==> config.mk <==
export PLATFORM = sky130hd
export DESIGN_NAME = snes_controller_reader
export DESIGN_NICKNAME = d
export VERILOG_FILES = /design/src/rtl/snes_pkg.sv /design/src/rtl/snes_controller_reader_sync_2ff.sv /design/src/rtl/snes_controller_reader.sv
export SDC_FILE = /design/constraint.sdc
export NUM_CORES = 1
export LEC_CHECK = 0
export CAP_MARGIN = 25
export CELL_PAD_IN_SITES_DETAIL_PLACEMENT = 1
export CELL_PAD_IN_SITES_GLOBAL_PLACEMENT = 2
export CORE_ASPECT_RATIO = 0.5
export CORE_MARGIN = 10
export CORE_UTILIZATION = 35
export CTS_CLUSTER_SIZE = 16
export DETAILED_ROUTE_END_ITERATION = 8
export HOLD_SLACK_MARGIN = 0.1
export PLACE_DENSITY_LB_ADDON = 0.2
export SYNTH_ARGS = -nofsm -noshare
export SYNTH_HDL_FRONTEND = slang
export SYNTH_HIERARCHICAL = 1
export SYNTH_SLANG_ARGS = --single-unit
==> constraint.sdc <==
create_clock -name clk -period 4.1 [get_ports clk]
set_input_delay 0.82 -clock clk [delete_from_list [all_inputs] [get_ports clk]]
set_output_delay 0.82 -clock clk [all_outputs]
set_load 0.005 [all_outputs]
==> src/rtl/snes_pkg.sv <==
// Shared constants, button map and FSM state type for the SNES pad reader.
package snes_pkg;

    localparam int SNES_BITS = 16;
    localparam int STATE_W   = 12;

    localparam int BTN_B      = 0;
    localparam int BTN_Y      = 1;
    localparam int BTN_SELECT = 2;
    localparam int BTN_START  = 3;
    localparam int BTN_UP     = 4;
    localparam int BTN_DOWN   = 5;
    localparam int BTN_LEFT   = 6;
    localparam int BTN_RIGHT  = 7;
    localparam int BTN_A      = 8;
    localparam int BTN_X      = 9;
    localparam int BTN_L      = 10;
    localparam int BTN_R      = 11;

    typedef enum logic [2:0] {
        IDLE,
        LATCH,
        CLK_LOW,
        CLK_HIGH,
        DONE
    } snes_state_t;

    function automatic int max3(input int a, input int b, input int c);
        int m;
        m = (a > b) ? a : b;
        return (m > c) ? m : c;
    endfunction

endpackage

==> src/rtl/snes_controller_reader_sync_2ff.sv <==
// Two-flop synchronizer for the pad data pin; idles high like the pad line.
module sync_2ff (
    input  logic clk,
    input  logic reset,
    input  logic d,
    output logic q
);

    logic meta;

    always_ff @(posedge clk or posedge reset) begin
        if (reset) begin
            meta <= 1'b1;
            q    <= 1'b1;
        end else begin
            meta <= d;
            q    <= meta;
        end
    end

endmodule

==> src/rtl/snes_controller_reader.sv <==
// SNES pad serial reader: periodic latch/clock generation, 16-bit shift-in.
// Define SNES_SYNC_EN to pass snes_data through a two-flop synchronizer.
module snes_controller_reader
    import snes_pkg::*;
#(
    parameter int LATCH_CYCLES = 600,
    parameter int HALF_CYCLES  = 300,
    parameter int POLL_CYCLES  = 833333
) (
    input  logic               clk,
    input  logic               reset,
    input  logic               snes_data,
    output logic               snes_latch,
    output logic               snes_clk,
    output logic [STATE_W-1:0] controller_state,
    output logic               state_valid
);

    localparam int CNT_W =
        $clog2(max3(LATCH_CYCLES, HALF_CYCLES, POLL_CYCLES));

    localparam logic [CNT_W-1:0] LATCH_LAST = CNT_W'(LATCH_CYCLES - 1);
    localparam logic [CNT_W-1:0] HALF_LAST  = CNT_W'(HALF_CYCLES - 1);
    localparam logic [CNT_W-1:0] POLL_LAST  = CNT_W'(POLL_CYCLES - 1);

    snes_state_t          state;
    logic [CNT_W-1:0]     poll_cnt;
    logic [CNT_W-1:0]     phase;
    logic [4:0]           index;
    logic [3:0]           slot;
    logic [SNES_BITS-1:0] shadow;
    logic                 data_s;
    logic                 tick;

`ifdef SNES_SYNC_EN
    sync_2ff u_sync (
        .clk   (clk),
        .reset (reset),
        .d     (snes_data),
        .q     (data_s)
    );
`else
    assign data_s = snes_data;
`endif

    assign tick = (poll_cnt == POLL_LAST);

    // Low phase n reads the bit shifted out by the rising edge of pulse n-1;
    // index 16 wraps to slot 15, the last serial bit.
    assign slot = index[3:0] - 4'd1;

    always_ff @(posedge clk or posedge reset) begin
        if (reset) begin
            poll_cnt <= '0;
        end else if (tick) begin
            poll_cnt <= '0;
        end else begin
            poll_cnt <= poll_cnt + 1'b1;
        end
    end

    always_ff @(posedge clk or posedge reset) begin
        if (reset) begin
            state            <= IDLE;
            phase            <= '0;
            index            <= '0;
            shadow           <= '1;
            snes_latch       <= 1'b0;
            snes_clk         <= 1'b1;
            controller_state <= '1;
            state_valid      <= 1'b0;
        end else begin
            state_valid <= 1'b0;
            unique case (state)
                IDLE: begin
                    if (tick) begin
                        state      <= LATCH;
                        snes_latch <= 1'b1;
                        phase      <= '0;
                    end
                end
                LATCH: begin
                    if (phase == LATCH_LAST) begin
                        shadow[0]  <= data_s;
                        snes_latch <= 1'b0;
                        snes_clk   <= 1'b0;
                        index      <= 5'd1;
                        phase      <= '0;
                        state      <= CLK_LOW;
                    end else begin
                        phase <= phase + 1'b1;
                    end
                end
                CLK_LOW: begin
                    if (phase == HALF_LAST) begin
                        shadow[slot] <= data_s;
                        snes_clk     <= 1'b1;
                        phase        <= '0;
                        state        <= CLK_HIGH;
                    end else begin
                        phase <= phase + 1'b1;
                    end
                end
                CLK_HIGH: begin
                    if (phase == HALF_LAST) begin
                        phase <= '0;
                        if (index == 5'd16) begin
                            state <= DONE;
                        end else begin
                            index    <= index + 5'd1;
                            snes_clk <= 1'b0;
                            state    <= CLK_LOW;
                        end
                    end else begin
                        phase <= phase + 1'b1;
                    end
                end
                DONE: begin
                    controller_state <= shadow[STATE_W-1:0];
                    state_valid      <= 1'b1;
                    index            <= '0;
                    state            <= IDLE;
                end
                default: state <= IDLE;
            endcase
        end
    end

endmodule

; ---- After elaboration in Yosys (flattened, before gate mapping)
; Cells that the tools add are included.
[totals]
output_inout_bits = 15
input_bits = 3
register_bits = 79
[op_classes]
n_eq_ne = 13
add_sub_neg = 4
n_reduce_logical = 15
n_mux = 29
order_cmp = 2
[ops]
columns = op, count
row1 = $mux W20, 4
row2 = $pmux W20 S3, 1
row3 = $add A20 B1 Y20 const B, 2
row4 = $eq A20 B10 Y1 const B, 1
row5 = $eq A20 B20 Y1 const B, 1
row6 = $eq A20 B9 Y1 const B, 1
row7 = $bwmux W16, 1
row8 = $mux W3, 5
row9 = $mux W5, 3
row10 = $pmux W5 S3, 1
row11 = $pmux W3 S4, 1
row12 = $ne A2 B2 Y1 const B, 5
row13 = $mux W1, 9
row14 = $reduce_bool A3 Y1, 3
row15 = $reduce_and A4 Y1, 2
row16 = $eq A3 B2 Y1 const B, 2
row17 = $reduce_and A3 Y1, 2
row18 = $add A5 B1 Y5 const B, 1
row19 = $eq A5 B5 Y1 const B, 1
row20 = $lt A4 B5 Y1 const B, 1
row21 = $reduce_and A5 Y1, 1
row22 = $demux W1 S4, 1
row23 = $ge A4 B1 Y1 const B, 1
row24 = $pmux W1 S2, 2
row25 = other kinds (9), 11

; ---- Depth between registers and ports, before layout
[depth]
ltp_word = 8
depth_mapped = 8

; ---- Worst setup path before layout
; OpenSTA, ideal clock, no wires.
[synth_path]
path_type = register -> register
from = reg phase[0]
to = reg index[3]
slack_ns = 1.928
t_arrival_ns = 2.044
path_stages_with_launch = 7
t_required_ns = 3.971
setup_time_ns = 0.129
n_path_buf = 0
period_less_slack_ns = 2.172
cell_sequence = dfrtp_1 -> ha_1 -> nand3_1 -> or4_4 -> a2111oi_4 -> o2111ai_1 -> mux2i_1
[synth_via]
elab_chain_cells = 3
word_cells_on_any_way = 5
[synth_rtl]
columns = item, line_no
row1 = start: declaration, snes_controller_reader.sv:28  ; logic [CNT_W-1:0] phase;
row2 = start signal: assignment, snes_controller_reader.sv:91  ; phase <= phase + 1'b1;
row3 = start signal: assignment, snes_controller_reader.sv:101  ; phase <= phase + 1'b1;
row4 = start signal: assignment, snes_controller_reader.sv:115  ; phase <= phase + 1'b1;
row5 = $eq A20 B9 Y1 or $eq A20 B10 Y1 (tied branches), "snes_controller_reader.sv:105, snes_controller_reader.sv:83"
row6 = $ne A2 B2 Y1 (no source line), -
row7 = $reduce_and A4 Y1 (no source line) *, -
row8 = end signal: assignment, snes_controller_reader.sv:110  ; index <= index + 5'd1;
row9 = end: declaration, snes_controller_reader.sv:29  ; logic [4:0] index;
; Every way passes the cells marked *; elsewhere a longest branch is shown, timed or not.
; A chain may end at the register's enable or synchronous reset.

; ---- Worst setup path in the final report
[layout_path]
from = reg phase[1]
to = reg snes_clk
[layout_via]
elab_chain_cells = 3
word_cells_on_any_way = 6
[layout_rtl]
columns = item, line_no
row1 = $eq A20 B9 Y1 or $eq A20 B10 Y1 (tied branches), "snes_controller_reader.sv:95, snes_controller_reader.sv:105, snes_controller_reader.sv:83"
row2 = $ne A2 B2 Y1 (no source line), -
row3 = $reduce_and A5 Y1 (no source line) *, -
row4 = end signal: assignment, snes_controller_reader.sv:86  ; snes_clk <= 1'b0;
row5 = end signal: assignment, snes_controller_reader.sv:97  ; snes_clk <= 1'b1;
row6 = end signal: assignment, snes_controller_reader.sv:111  ; snes_clk <= 1'b0;
row7 = end: declaration, snes_controller_reader.sv:14  ; output logic snes_clk,
; Marked as above.

==> Implementation_results.wiki <==
{| class="wikitable"
! Metric !! Value
|-
| Status || finished clean
|-
| Max Root-Sink Buffers || 2
|-
| DP Area || around 4300 µm²
|-
| Mean routed wirelength per cell || 17.0 µm
|-
| CTS tree || yes
|-
| Cell depth of the worst min-delay path || 2
|-
| Number of violations reported at the end of detailed-routing iteration 0 || 157
|-
| Final weighted congestion in routability-driven placement || 0.740
|-
| Biggest area contributors in the synthesized netlist || sky130_fd_sc_hd__dfrtp_1, sky130_fd_sc_hd__dfstp_2, sky130_fd_sc_hd__mux2_2
|-
| Critical Path, Cell by Cell || ha_1 -> nand3_1 -> nor3_1 -> a21boi_0 -> or4b_1 -> a21o_1
|-
| IO Port Bufs || 17
|-
| Minimum clock period after layout || 2.64 ns
|-
| TritonCTS Sinks || 75
|-
| Initial cell density of the core || 35.8%
|-
| Worst clock skew || roughly 0.0063 ns
|-
| Type of the most critical hold path || register to register
|-
| First-pass detailed-route iteration total || 4
|-
| Share of layout cells above drive strength 1 || between 20% and 30%
|-
| P_leak || 0.00195 µW
|-
| Setup repair after global routing missed its margin || no
|-
| Worst endpoint required time || between 4 and 5 ns
|-
| Standard-cell rows || 27
|-
| Syn_nets || 397
|-
| Total clock buffers created by CTS || 9
|-
| Final antenna-violating net count || 0
|-
| Xor/xnor cell area share of the yosys netlist || 4.22%
|-
| Pin count of the biggest net entering global routing || 43
|-
| Share of Yosys cell area claimed by the top area cell type || 31.7%
|-
| Highest attainable clock frequency || approximately 0.38 GHz
|-
| IR Drop Worst-Case VDD || 0.209 mV
|-
| Total Power Consumption || 1550 µW
|-
| Total overflow reported by the global router || 0
|-
| Sequential area share after synthesis || 48.4%
|-
| Die Y-Extent || 95.1 µm
|-
| Crit path launch type || register
|-
| Post-synthesis average cell area || 10.2 µm²
|-
| Maximum capacitance violations || 0
|-
| Total track usage || between 10 and 15%
|-
| Post-synthesis mux area share || 8.66%
|-
| Post-CTS setup buffer count || 0
|-
| Root Buffer Master || sky130_fd_sc_hd__clkbuf_16
|-
| CP endpoint kind || register
|-
| First-pass GRT wire length || 16300 µm
|-
| Post-layout worst setup margin || roughly 1.5 ns
|-
| Routed vias/inst || 5.38
|-
| Area growth syn-to-layout || 15.9%
|-
| IO Count || 18
|-
| Half-perimeter wire length after placement || 6540 µm
|-
| Count of antenna diodes in the layout || 0
|-
| Relative slew slack || 47.7%
|-
| Die Footprint || 16200 µm²
|-
| Post-Route Setup TNS || 0 ns
|-
| Number of cells on the worst reg-to-reg path || 6
|-
| Insertion delay of the later-clocked pin in the worst-skew pair || roughly 0.33 ns
|-
| Die width || 170 µm
|-
| Final-report hold violation count || 0
|-
| Critical Path Max Stage Delay || just under 0.6 ns
|-
| Worst Hold Margin || 0.507 ns
|-
| Fraction of registers with async set or reset after synthesis || 100%
|-
| Post-Place Setup Slack || 1.43 ns
|-
| Post-cts sizing count || 0
|-
| Slowest-stage cell, CP || sky130_fd_sc_hd__or4b_1
|-
| Number of antenna violations at the first check in global routing || 0
|-
| NumNets Final || 415
|-
| Dominant combinational cell family by area after synthesis || simple AND/OR/NAND/NOR gates
|-
| Critical path class || register to register
|-
| EDFF count, synth || 0
|-
| Commonest register cell after synthesis || sky130_fd_sc_hd__dfrtp_1
|-
| Worst slew pin tran || between 0.7 and 0.8 ns
|-
| Portion of the clock cycle consumed by the worst path in the final layout || 64.4%
|-
| Post-synthesis share of cell area spent on full adders, half adders and majority gates || ~2.9%
|-
| Cells after Synth || 385
|-
| Setup-failing EPs final || 0
|-
| Count of different cell masters after synthesis || 55
|-
| Maximum fanout along the worst path || 7
|-
| Count of hold buffers inserted by post-cts repair || 0
|-
| Number of vias after detailed routing || 2975
|-
| Arrival @ worst endpoint || roughly 2.9 ns
|-
| H-tree levels || 3
|-
| Post-Synth Simple-Gate Area || between 20% and 30%
|-
| Biggest area consumer among synthesized cells || sky130_fd_sc_hd__dfrtp_1
|-
| Fill count || 1231
|-
| Number of warning messages in the yosys log || 6
|-
| Count of state elements after synthesis || between 70 and 80
|-
| Design Area, Final || 4570 µm²
|-
| Clock-pin slew on the worst setup and hold paths || approximately 0.060 ns
|-
| Max Slew Vio Count || 0
|-
| Synthesized cell area || 3950 µm²
|-
| Complex-gate fraction of the synthesized area || 10.1%
|-
| Core Area || 11000 µm²
|-
| DRC errors left || 0
|-
| Total power per unit cell area || 339 nW/µm²
|-
| Total detailed-routing wirelength || 9380 µm
|-
| Number of global-route vias before repair || roughly 3200
|}
-- cells in the mapped netlist (5+ instances only) --
master,instances
sky130_fd_sc_hd__a21oi_1,7
sky130_fd_sc_hd__nor2_1,32
sky130_fd_sc_hd__or3_1,5
sky130_fd_sc_hd__and2_1,5
sky130_fd_sc_hd__nor3_1,8
sky130_fd_sc_hd__o22ai_1,8
sky130_fd_sc_hd__nor4_1,7
sky130_fd_sc_hd__nand4_1,5
sky130_fd_sc_hd__or4_1,5
sky130_fd_sc_hd__xnor2_1,10
sky130_fd_sc_hd__o21ai_0,12
sky130_fd_sc_hd__nand2_1,33
sky130_fd_sc_hd__ha_1,9
sky130_fd_sc_hd__and3_1,10
sky130_fd_sc_hd__dfstp_2,25
sky130_fd_sc_hd__clkbuf_1,12
sky130_fd_sc_hd__a31oi_1,5
sky130_fd_sc_hd__mux2i_1,6
sky130_fd_sc_hd__inv_1,12
sky130_fd_sc_hd__mux2_2,25
sky130_fd_sc_hd__nand3_1,33
sky130_fd_sc_hd__dfrtp_1,50
sky130_fd_sc_hd__xor2_1,9
-- sequential cells by signal, indices dropped and copies added, names as in the netlist --
register	count
controller_state	12
snes_latch	1
index	5
snes_clk	1
poll_cnt	20
phase	20
state_valid	1
shadow	12
state	3
-- placed cells by master, fill, tap and decap left out, drive strengths merged, types with 2 or more instances in the layout --
cell type / count
or4: 6
or3: 5
mux2i: 6
nor3: 9
nand3: 33
nor2b: 3
dfstp: 25
nor2: 32
xnor2: 10
o31ai: 3
o21ai: 12
a211oi: 3
or4b: 2
o21ba: 3
and4b: 2
o2111ai: 2
and2: 6
and4: 2
mux2: 25
and3: 11
nand2b: 4
inv: 16
nand2: 33
dfrtp: 50
nand4b: 2
o22ai: 8
xor2: 9
a21o: 2
nor4: 7
a21oi: 7
clkbuf: 11
o31a: 2
clkdlybuf4s50: 17
a22oi: 2
buf: 6
ha: 9
a31oi: 5
nand4: 5
-- worst max-delay path: cells and delay by family (launching register included) --
kind / cells / cell delay [ns]
AND/OR/NAND/NOR: 3 / 1.26
AO/OA/AOI/OAI: 2 / 0.60
flip-flops: 1 / 0.41
adder cells (fa/ha/maj): 1 / 0.30
-- layout make-up --
| type | instances | area [µm²] | area share (%) |
|---|---|---|---|
| clock inverters | 5 | 32.5 | 0.711 |
| clock buffers | 11 | 254 | 5.55 |
| multi-input cells | 282 | 1920 | 42.1 |
| repair buffers | 23 | 228 | 4.98 |
| flip-flops and latches | 75 | 1910 | 41.7 |
| well taps | 145 | 181 | 3.97 |
| inverters | 12 | 45.0 | 0.985 |
-- routing by layer --
metal / global-route usage, % / wire length (µm) / share of wire [%] / vias up
li1: - / - / - / 1432
met1: 16.7 / 4800 / 51 / 1503
met2: 18.5 / 4140 / 44 / 32
met3: 3.87 / 355 / 3.8 / 8
met4: 3.70 / 87 / 0.93 / 0
met5: 0 / 0 / 0 / -
-- kinds of logic after synthesis --
| logic type | count (synthesis) |
|---|---|
| AO/OA/AOI/OAI | 56 |
| XOR/XNOR | 19 |
| adder cells (fa/ha/maj) | 9 |
| buffers and inverters | 28 |
| flip-flops | 75 |
| multiplexers | 31 |
| AND/OR/NAND/NOR | 167 |
-- report_power, final --
group	switching [µW]	total [µW]	internal, µW
sequential	3.16	755	752
clock	322	771	448
combinational	17.8	25.9	8.09
-- through the flow --
step / instances / utilization, %
floorplan: 385 / -
global placement: 537 / 38.9
detailed placement: 537 / 38.9
CTS: 553 / 41.5
global route: 553 / 41.5
finish: 553 / 41.5
-- path summary, 6_finish.rpt --
path | from | to | slack [ns]
setup / recovery | phase[1] | snes_clk | 1.46
hold / removal | snes_latch | snes_latch | 0.51
setup reg to reg | phase[1] | snes_clk | 1.46
hold reg to reg | snes_latch | snes_latch | 0.51
max in group asynchronous | reset | controller_state[9] | 2.41
min in group asynchronous | reset | poll_cnt[16] | 0.95
(Power assumes the default switching activity.)
